## config.mk

```make
export PLATFORM = sky130hd
export DESIGN_NAME = oram_access_ctrl
export DESIGN_NICKNAME = d
export VERILOG_FILES = /design/src/rtl/oram_access_ctrl_pkg.sv /design/src/rtl/oram_lfsr.sv /design/src/rtl/oram_access_ctrl.sv
export SDC_FILE = /design/constraint.sdc
export NUM_CORES = 2
export LEC_CHECK = 0
export ABC_CLOCK_PERIOD_IN_PS = 7000
export CAP_MARGIN = 30
export CORE_AREA = 3 3 460 462
export DETAILED_ROUTE_END_ITERATION = 8
export DIE_AREA = 0 0 463 465
export PLACE_DENSITY_LB_ADDON = 0.3
export SYNTH_ARGS = -nofsm -noshare
export SYNTH_HDL_FRONTEND = slang
export SYNTH_SLANG_ARGS = --single-unit
```

## constraint.sdc

```tcl
create_clock -name clk -period 7 [get_ports clk]
set_input_delay 2.1 -clock clk [delete_from_list [all_inputs] [get_ports clk]]
set_output_delay 2.1 -clock clk [all_outputs]
set_load 0.01 [all_outputs]
```

## src/rtl/oram_access_ctrl_pkg.sv

```systemverilog
// oramPkg: shared parameters, tuple/bucket layouts, LFSR constants and the
// controller state encoding for the Path-ORAM access controller.
//
// Contents:
//   A, D, K     - bytes per block, tree depth, tuples per bucket
//   PW, DW      - leaf/pos width (D-1) and data width (8A)
//   TW, BW      - tuple width and bucket width (K*TW)
//   tuple_t     - {valid, pos, blk, data}, MSB to LSB
//   bucket_t    - K tuples; slot j sits at bits [j*TW +: TW]
//   state_e     - controller FSM states
//   pos_bit()   - bit l of a leaf label (LSB selects the first branch)
package oramPkg;
    localparam int A   = 8;
    localparam int D   = 6;
    localparam int K   = 3;
    localparam int PW  = D - 1;
    localparam int DW  = 8 * A;
    localparam int TW  = 1 + PW + D + DW;
    localparam int BW  = K * TW;
    localparam int LW  = $clog2(D);
    localparam int NBLK = 1 << D;

    localparam logic [15:0] LFSR_RESET = 16'hACE1;
    // Galois feedback mask for x^16 + x^14 + x^13 + x^11 + 1 (right-shifting form).
    localparam logic [15:0] LFSR_TAPS  = 16'hB400;

    typedef struct packed {
        logic          valid;
        logic [PW-1:0] pos;
        logic [D-1:0]  blk;
        logic [DW-1:0] data;
    } tuple_t;

    typedef tuple_t [K-1:0] bucket_t;

    typedef enum logic [3:0] {
        S_IDLE,
        S_POSMAP,
        S_PATH_ISSUE,
        S_PATH_CAP,
        S_PATH_WR,
        S_REMAP,
        S_PUT_ISSUE,
        S_PUT_CAP,
        S_PUT_WR,
        S_FL_PISSUE,
        S_FL_PCAP,
        S_FL_CISSUE,
        S_FL_CCAP,
        S_FL_CWR,
        S_FL_PWR,
        S_RESP
    } state_e;

    function automatic logic pos_bit(input logic [PW-1:0] p, input logic [LW-1:0] l);
        return p[l];
    endfunction
endpackage

```

## src/rtl/oram_lfsr.sv

```systemverilog
// oram_lfsr: 16-bit Galois LFSR that supplies random leaf labels.
// The register only moves when a leaf is consumed (step_i) or reloaded.
//
// Ports:
//   clk, rst_n  - clock, asynchronous active-low reset (loads LFSR_RESET)
//   step_i      - advance one step; the current leaf_o is the consumed value
//   load_i      - load seed_i (a zero seed loads LFSR_RESET); wins over step_i
//   seed_i      - seed value
//   leaf_o      - current leaf, low PW bits of the register
module oram_lfsr
    import oramPkg::*;
(
    input  logic          clk,
    input  logic          rst_n,
    input  logic          step_i,
    input  logic          load_i,
    input  logic [15:0]   seed_i,
    output logic [PW-1:0] leaf_o
);
    logic [15:0] lfsr_q, lfsr_d;

    always_comb begin
        lfsr_d = lfsr_q;
        if (load_i) begin
            // An all-zero state would lock the LFSR, so zero maps to the reset seed.
            lfsr_d = (seed_i == 16'h0) ? LFSR_RESET : seed_i;
        end else if (step_i) begin
            lfsr_d = {1'b0, lfsr_q[15:1]} ^ (lfsr_q[0] ? LFSR_TAPS : 16'h0);
        end
    end

    always_ff @(posedge clk or negedge rst_n) begin
        if (!rst_n) lfsr_q <= LFSR_RESET;
        else        lfsr_q <= lfsr_d;
    end

    assign leaf_o = lfsr_q[PW-1:0];
endmodule

```

## src/rtl/oram_access_ctrl.sv

```systemverilog
// oram_access_ctrl: Path-ORAM access sequencer. Accepts one block read or
// write, looks up / assigns the leaf in the position map, fetches the path,
// remaps the block, puts it back into the root, then flushes one random path.
//
// Handshake: a transfer happens on a rising edge where valid && ready are
// both high; req_ready is high only in IDLE, and resp_valid/resp_hit/
// resp_rdata hold steady until the edge where resp_ready is seen high.
//
// Ports:
//   req_valid/req_ready/req_we/req_blk/req_wdata - client request
//   resp_valid/resp_ready/resp_hit/resp_rdata    - client response
//   mem_addr/mem_rd/mem_wr/mem_wdata/mem_rdata   - single-port bucket SRAM,
//                                                  read data one cycle after mem_rd
//   overflow                                     - sticky: root was full on put-back
//   seed_load/seed                               - only with ORAM_LFSR_SEED_EN
//
// Build option: define ORAM_LFSR_SEED_EN to add the LFSR seed load port.
module oram_access_ctrl
    import oramPkg::*;
(
    input  logic          clk,
    input  logic          rst_n,
    input  logic          req_valid,
    output logic          req_ready,
    input  logic          req_we,
    input  logic [D-1:0]  req_blk,
    input  logic [DW-1:0] req_wdata,
    output logic          resp_valid,
    input  logic          resp_ready,
    output logic          resp_hit,
    output logic [DW-1:0] resp_rdata,
    output logic [D-1:0]  mem_addr,
    output logic          mem_rd,
    output logic          mem_wr,
    output logic [BW-1:0] mem_wdata,
    input  logic [BW-1:0] mem_rdata,
    output logic          overflow
`ifdef ORAM_LFSR_SEED_EN
    ,
    input  logic          seed_load,
    input  logic [15:0]   seed
`endif
);
    state_e        state_q, state_d;
    logic [D-1:0]  blk_q, blk_d;
    logic          we_q, we_d;
    logic [DW-1:0] wdata_q, wdata_d;
    logic [PW-1:0] pos_q, pos_d;       // p during the path, p' during put, p* during flush
    logic [LW-1:0] lvl_q, lvl_d;
    logic [D-1:0]  node_q, node_d;     // heap index, root = 1
    logic          hit_q, hit_d;
    logic [DW-1:0] rdata_q, rdata_d;
    bucket_t       buck_q, buck_d;     // path bucket / flush parent
    bucket_t       chld_q, chld_d;     // flush child
    logic          ovf_q, ovf_d;
    logic [NBLK-1:0] pm_vld_q;
    logic [PW-1:0]   pm_pos_q [NBLK];
    logic            pm_we;

    logic          lfsr_step, lfsr_load;
    logic [15:0]   lfsr_seed;
    logic [PW-1:0] leaf;
    logic [D-1:0]  child_node;

`ifdef ORAM_LFSR_SEED_EN
    assign lfsr_load = seed_load && (state_q == S_IDLE);
    assign lfsr_seed = seed;
`else
    assign lfsr_load = 1'b0;
    assign lfsr_seed = 16'h0;
`endif

    oram_lfsr u_lfsr (
        .clk    (clk),
        .rst_n  (rst_n),
        .step_i (lfsr_step),
        .load_i (lfsr_load),
        .seed_i (lfsr_seed),
        .leaf_o (leaf)
    );

    // Next node along the current leaf: 2*node + pos[level].
    assign child_node = {node_q[D-2:0], pos_bit(pos_q, lvl_q)};

    assign resp_hit   = hit_q;
    assign resp_rdata = rdata_q;
    assign overflow   = ovf_q;

    always_comb begin
        bucket_t rb;
        bucket_t par;
        bucket_t chi;
        tuple_t  nt;
        logic    placed;

        state_d   = state_q;
        blk_d     = blk_q;
        we_d      = we_q;
        wdata_d   = wdata_q;
        pos_d     = pos_q;
        lvl_d     = lvl_q;
        node_d    = node_q;
        hit_d     = hit_q;
        rdata_d   = rdata_q;
        buck_d    = buck_q;
        chld_d    = chld_q;
        ovf_d     = ovf_q;
        pm_we     = 1'b0;
        lfsr_step = 1'b0;
        req_ready  = (state_q == S_IDLE);
        resp_valid = (state_q == S_RESP);
        mem_rd    = 1'b0;
        mem_wr    = 1'b0;
        mem_addr  = '0;
        mem_wdata = '0;
        rb        = mem_rdata;
        par       = buck_q;
        chi       = mem_rdata;
        nt        = '0;
        placed    = 1'b0;

        case (state_q)
            S_IDLE: begin
                if (req_valid) begin
                    blk_d   = req_blk;
                    we_d    = req_we;
                    wdata_d = req_wdata;
                    hit_d   = 1'b0;
                    rdata_d = '0;
                    state_d = S_POSMAP;
                end
            end
            S_POSMAP: begin
                if (pm_vld_q[blk_q]) begin
                    pos_d = pm_pos_q[blk_q];
                end else begin
                    pos_d     = leaf;
                    lfsr_step = 1'b1;
                end
                node_d  = D'(1);
                lvl_d   = '0;
                state_d = S_PATH_ISSUE;
            end
            S_PATH_ISSUE: begin
                mem_rd   = 1'b1;
                mem_addr = node_q - D'(1);
                state_d  = S_PATH_CAP;
            end
            S_PATH_CAP: begin
                for (int j = 0; j < K; j++) begin
                    if (!placed && rb[j].valid && rb[j].blk == blk_q && rb[j].pos == pos_q) begin
                        placed      = 1'b1;
                        hit_d       = 1'b1;
                        rdata_d     = rb[j].data;
                        rb[j].valid = 1'b0;
                    end
                end
                buck_d  = rb;
                state_d = S_PATH_WR;
            end
            S_PATH_WR: begin
                mem_wr    = 1'b1;
                mem_addr  = node_q - D'(1);
                mem_wdata = buck_q;
                if (lvl_q == LW'(D - 1)) begin
                    state_d = S_REMAP;
                end else begin
                    node_d  = child_node;
                    lvl_d   = lvl_q + LW'(1);
                    state_d = S_PATH_ISSUE;
                end
            end
            S_REMAP: begin
                pos_d     = leaf;
                pm_we     = 1'b1;
                lfsr_step = 1'b1;
                node_d    = D'(1);
                state_d   = S_PUT_ISSUE;
            end
            S_PUT_ISSUE: begin
                mem_rd   = 1'b1;
                mem_addr = node_q - D'(1);
                state_d  = S_PUT_CAP;
            end
            S_PUT_CAP: begin
                nt.valid = 1'b1;
                nt.pos   = pos_q;
                nt.blk   = blk_q;
                nt.data  = we_q ? wdata_q : rdata_q;  // rdata_q is 0 on a miss
                for (int j = 0; j < K; j++) begin
                    if (!placed && !rb[j].valid) begin
                        rb[j]  = nt;
                        placed = 1'b1;
                    end
                end
                if (!placed) ovf_d = 1'b1;
                buck_d  = rb;
                state_d = S_PUT_WR;
            end
            S_PUT_WR: begin
                mem_wr    = 1'b1;
                mem_addr  = node_q - D'(1);
                mem_wdata = buck_q;
                pos_d     = leaf;        // p* for the flush
                lfsr_step = 1'b1;
                lvl_d     = '0;
                node_d    = D'(1);
                state_d   = S_FL_PISSUE;
            end
            S_FL_PISSUE: begin
                mem_rd   = 1'b1;
                mem_addr = node_q - D'(1);
                state_d  = S_FL_PCAP;
            end
            S_FL_PCAP: begin
                buck_d  = mem_rdata;
                state_d = S_FL_CISSUE;
            end
            S_FL_CISSUE: begin
                mem_rd   = 1'b1;
                mem_addr = child_node - D'(1);
                state_d  = S_FL_CCAP;
            end
            S_FL_CCAP: begin
                // Parent slots in ascending order; each eligible tuple takes the
                // lowest free child slot, or stays put when the child is full.
                for (int i = 0; i < K; i++) begin
                    if (par[i].valid && pos_bit(par[i].pos, lvl_q) == pos_bit(pos_q, lvl_q)) begin
                        placed = 1'b0;
                        for (int j = 0; j < K; j++) begin
                            if (!placed && !chi[j].valid) begin
                                chi[j] = par[i];
                                placed = 1'b1;
                            end
                        end
                        if (placed) par[i].valid = 1'b0;
                    end
                end
                buck_d  = par;
                chld_d  = chi;
                state_d = S_FL_CWR;
            end
            S_FL_CWR: begin
                mem_wr    = 1'b1;
                mem_addr  = child_node - D'(1);
                mem_wdata = chld_q;
                state_d   = S_FL_PWR;
            end
            S_FL_PWR: begin
                mem_wr    = 1'b1;
                mem_addr  = node_q - D'(1);
                mem_wdata = buck_q;
                if (lvl_q == LW'(D - 2)) begin
                    state_d = S_RESP;
                end else begin
                    node_d  = child_node;
                    lvl_d   = lvl_q + LW'(1);
                    state_d = S_FL_PISSUE;
                end
            end
            S_RESP: begin
                if (resp_ready) state_d = S_IDLE;
            end
            default: state_d = S_IDLE;
        endcase
    end

    always_ff @(posedge clk or negedge rst_n) begin
        if (!rst_n) begin
            state_q  <= S_IDLE;
            blk_q    <= '0;
            we_q     <= 1'b0;
            wdata_q  <= '0;
            pos_q    <= '0;
            lvl_q    <= '0;
            node_q   <= D'(1);
            hit_q    <= 1'b0;
            rdata_q  <= '0;
            buck_q   <= '0;
            chld_q   <= '0;
            ovf_q    <= 1'b0;
            pm_vld_q <= '0;
        end else begin
            state_q <= state_d;
            blk_q   <= blk_d;
            we_q    <= we_d;
            wdata_q <= wdata_d;
            pos_q   <= pos_d;
            lvl_q   <= lvl_d;
            node_q  <= node_d;
            hit_q   <= hit_d;
            rdata_q <= rdata_d;
            buck_q  <= buck_d;
            chld_q  <= chld_d;
            ovf_q   <= ovf_d;
            if (pm_we) pm_vld_q[blk_q] <= 1'b1;
        end
    end

    // Leaf storage needs no reset: an entry is only read once its valid bit is set.
    always_ff @(posedge clk) begin
        if (pm_we) pm_pos_q[blk_q] <= leaf;
    end
endmodule
```

==> results by group <==
Outcome
  – Run status: complete, no violations

CTS
  – Post-CTS sizing: 0
  – Clock Latency Late Sink: around 0.81 ns
  – Root Buffer Master: sky130_fd_sc_hd__clkbuf_16
  – Hold bufs inserted after CTS: 0
  – Number of buffers created by CTS: between 100 and 150
  – CTS HTree Levels: 3
  – Clock Pin Slew Worst Setup and Hold Paths: 0.06 ns
  – CTS tree: yes
  – CTS sink cnt: just over 1,000
  – Bufs on Longest Clock Path: 3
  – Number of setup buffers added after CTS: 0

Synthesis
  – Most instantiated cells after synthesis: 820 x sky130_fd_sc_hd__nand2_1, 682 x sky130_fd_sc_hd__dfrtp_1, 529 x sky130_fd_sc_hd__nor2_1, 407 x sky130_fd_sc_hd__mux2i_1, 348 x sky130_fd_sc_hd__clkbuf_1
  – Sequential element share of the synthesized area: 51.9%
  – Post-synth top area cell: sky130_fd_sc_hd__dfrtp_1
  – Flops & latches, synth: 1,011
  – Syn avg cell area: 10.2 sq um
  – Top area cells in the synthesized netlist: sky130_fd_sc_hd__dfrtp_1 33%, sky130_fd_sc_hd__edfxtp_1 19%, sky130_fd_sc_hd__mux2i_1 7.9%, sky130_fd_sc_hd__nand2_1 5.9%, sky130_fd_sc_hd__mux4_2 4.2%
  – Cell with the most instances after synthesis: sky130_fd_sc_hd__nand2_1
  – Net Count, Synth: between 5,000 and 6,000
  – Post-synthesis instance total: a little over 5,000
  – Proportion of netlist area held by the largest area contributor: between 30 and 40%
  – Post-synth design cell area: between 50,000 and 60,000 sq um
  – Total number of yosys warnings: 0
  – Dominant synthesized flop cell: sky130_fd_sc_hd__dfrtp_1
  – Number of distinct library cells after synthesis: between 60 and 70
  – Proportion of register bits with asynchronous set or reset after synthesis: approximately two thirds
  – Number of enable-type register cells in the synthesized netlist: 320

Power
  – Ratio of total power to cell area: roughly 440 nW/um^2
  – Pleak: 27.6 nW
  – Peak supply drop: about 340 uV

Critical path
  – Highest net fanout along the worst path: 15
  – Crit path largest cell delay: about 0.65 ns
  – Signal arrival time at the worst endpoint: roughly 4.2 ns
  – Critical path buffer and inverter count: 1
  – Path depth of the worst reg2reg path: 10
  – Slowest-stage cell, CP: sky130_fd_sc_hd__clkdlybuf4s50_1
  – Cells traversed along the worst timing path: nand2b_1 -> or2_2 -> o21a_1 -> o21ai_0 -> ha_1 -> nand2b_1 -> o32a_1 -> a21oi_1 -> clkdlybuf4s50_1
  – Crit Reg-Reg Startpoint: lvl_q[1]
  – Critical R2R Capture: chld_q[164]
  – Register-to-register setup slack: roughly 2.8 ns
  – Critical path depth in cells: 9
  – Endpoint required time on the critical path: roughly 4.9 ns
  – Most frequent cell on the critical path: sky130_fd_sc_hd__nand2b_1
  – Capturing instance or port of the critical path: mem_addr[4]
  – Worst setup EP type: output pin
  – CP Launch Point: state_q[1]
  – Largest delay contributor family on the critical path: compound AO/OA/AOI/OAI gates
  – Startpoint Class: flop
  – Category of the critical setup timing path: flop to output pin

Timing
  – Max Transition Viols Final: 0
  – Setup repair after global routing missed its margin: no
  – Actual slew at the worst max-slew pin: between 1 and 1.5 ns
  – Final Hold Slack: 0.459 ns
  – Final period utilization: between 90% and 100%
  – Post-layout minimum cycle time: between 6 and 7 ns
  – Count of final hold-check violations: 0
  – Slew HR: about 15%
  – Setup tns final: 0 ns
  – Final worst clock skew: approximately 0.1 ns
  – Finish-stage setup viols: 0
  – Achievable clock frequency: around 160 MHz

Floorplan
  – Initial standard-cell utilization of the core: approximately 25%
  – Die outline height: between 400 and 500 um
  – Standard cell core area: between 200,000 and 250,000 sq um
  – Die X: between 400 and 500 um
  – Die ar.: approximately 220,000 sq um
  – I/O pins: 607
  – Standard-cell rows: 167

Placed design
  – Count of port buffers added during placement: 606
  – Detailed placement HPWL: roughly 140 mm
  – Routability congestion estimate from global placement: roughly 0.88

Min path
  – Count of cells along the worst hold path: 1
  – Path class of the lowest-slack min-delay path: flop to flop
  – Launch point of the worst hold path: overflow

Global routing
  – Total congestion overflow after global routing: 0
  – Global-route wire length before repair: around 320 mm
  – Pin count of the biggest net entering global routing: between 150 and 200
  – Overall Global Routing Usage: 19.9%
  – Via count of the first global-routing pass: around 43,000
  – Initial antenna violation count: 34

Job
  – Maxcap violations: 0

Detailed routing
  – Sum of routed wire length over all layers: between 200 and 250 mm
  – Detailed Routing Iterations Pass 1: 6
  – Routed via count: 43,800
  – DRC: 0
  – Remaining antenna violation count after routing: 0
  – Number of DRC markers in iteration 0: 4,556
  – Average routed wire per standard cell: 26.5 um
  – Number of vias per cell: between 5 and 6

Cells and area
  – Area added between synthesis and finish: 25.3%
  – Nets@finish: between 5,000 and 6,000
  – Fraction of layout cells with a size suffix above 1: under 10%
power breakdown:
group          total (W)  internal [W]  switching (W)
Clock            0.00635       0.00365        0.00271
Combinational     0.0129       0.00537        0.00753
Sequential       0.00957       0.00780        0.00176
registers in the layout, summed over array words and instances, names as in the netlist:
name	flops
pm_pos_q	320
buck_q	228
chld_q	228
pm_vld_q	64
resp_rdata	64
wdata_q	64
u_lfsr.lfsr_q	16
blk_q	6
node_q	6
pos_q	5
state_q	4
lvl_q	3
overflow	1
resp_hit	1
we_q	1
layout by cell type, fill, tap and decap left out, types with 76 or more instances in the layout:
cell type	instances
sky130_fd_sc_hd__a211o_1	76
sky130_fd_sc_hd__clkdlybuf4s50_1	605
sky130_fd_sc_hd__a22o_1	228
sky130_fd_sc_hd__o21ai_0	330
sky130_fd_sc_hd__a31oi_1	205
sky130_fd_sc_hd__mux2i_1	407
sky130_fd_sc_hd__edfxtp_1	320
sky130_fd_sc_hd__clkbuf_16	118
sky130_fd_sc_hd__dfrtp_1	678
sky130_fd_sc_hd__nand2_1	812
sky130_fd_sc_hd__mux4_2	96
sky130_fd_sc_hd__o211ai_1	76
sky130_fd_sc_hd__nor2_1	528
sky130_fd_sc_hd__a21oi_1	241
routing by layer:
layer	track usage, %	part of all wire [%]	up-vias
li1	-	-	19300
met1	25.1	40	22100
met2	32.5	48	1993
met3	4.38	7.7	391
met4	8.83	4.4	24
met5	0	0.064	-
metrics by stage:
step	total power, W	utilization (%)	cells	worst slack (ns)	cell area, sq um
after detailed placement	0.0225	29.3	8120	1.27	60900
after CTS	0.0290	31.2	8343	0.609	64800
final	0.0288	31.3	8363	0.696	64900
after global routing	0.0304	31.3	8359	0.507	64900
after global placement	0.0224	29.3	8113	1.30	60800
after floorplan	0.0165	-	5093	2.43	51800
worst min path at each step:
stage,end,slack [ns]
finish,overflow,0.46
global route,pm_vld_q[5],0.48
CTS,pm_vld_q[5],0.46
detailed placement,pm_vld_q[5],0.45
global placement,overflow,0.44
floorplan,pm_vld_q[12],0.43
logic make-up (layout without fill, tap and decap cells):
kind of cell	Yosys count	after routing	synth area share (%)
fa+ha+maj	6	6	0.135
mux	513	513	12.3
simple gates	1590	1590	12.6
buf+inv	513	977	4.02
compound gates	1414	1414	18.3
xor+xnor	46	46	0.807
other cells	0	18	0
flops	1011	1011	51.9
cell type report:
class                           count  area (sq um)
Antenna cell                       18          45.0
Clock buffer                      175          3380
Clock inverter                     48           593
Fill cell                       21200        143000
Inverter                           43           164
Multi-Input combinational cell   3569         23000
Sequential cell                  1011         26900
Tap cell                         2788          3490
Timing Repair Buffer              711          7320
(Power assumes the default switching activity.)
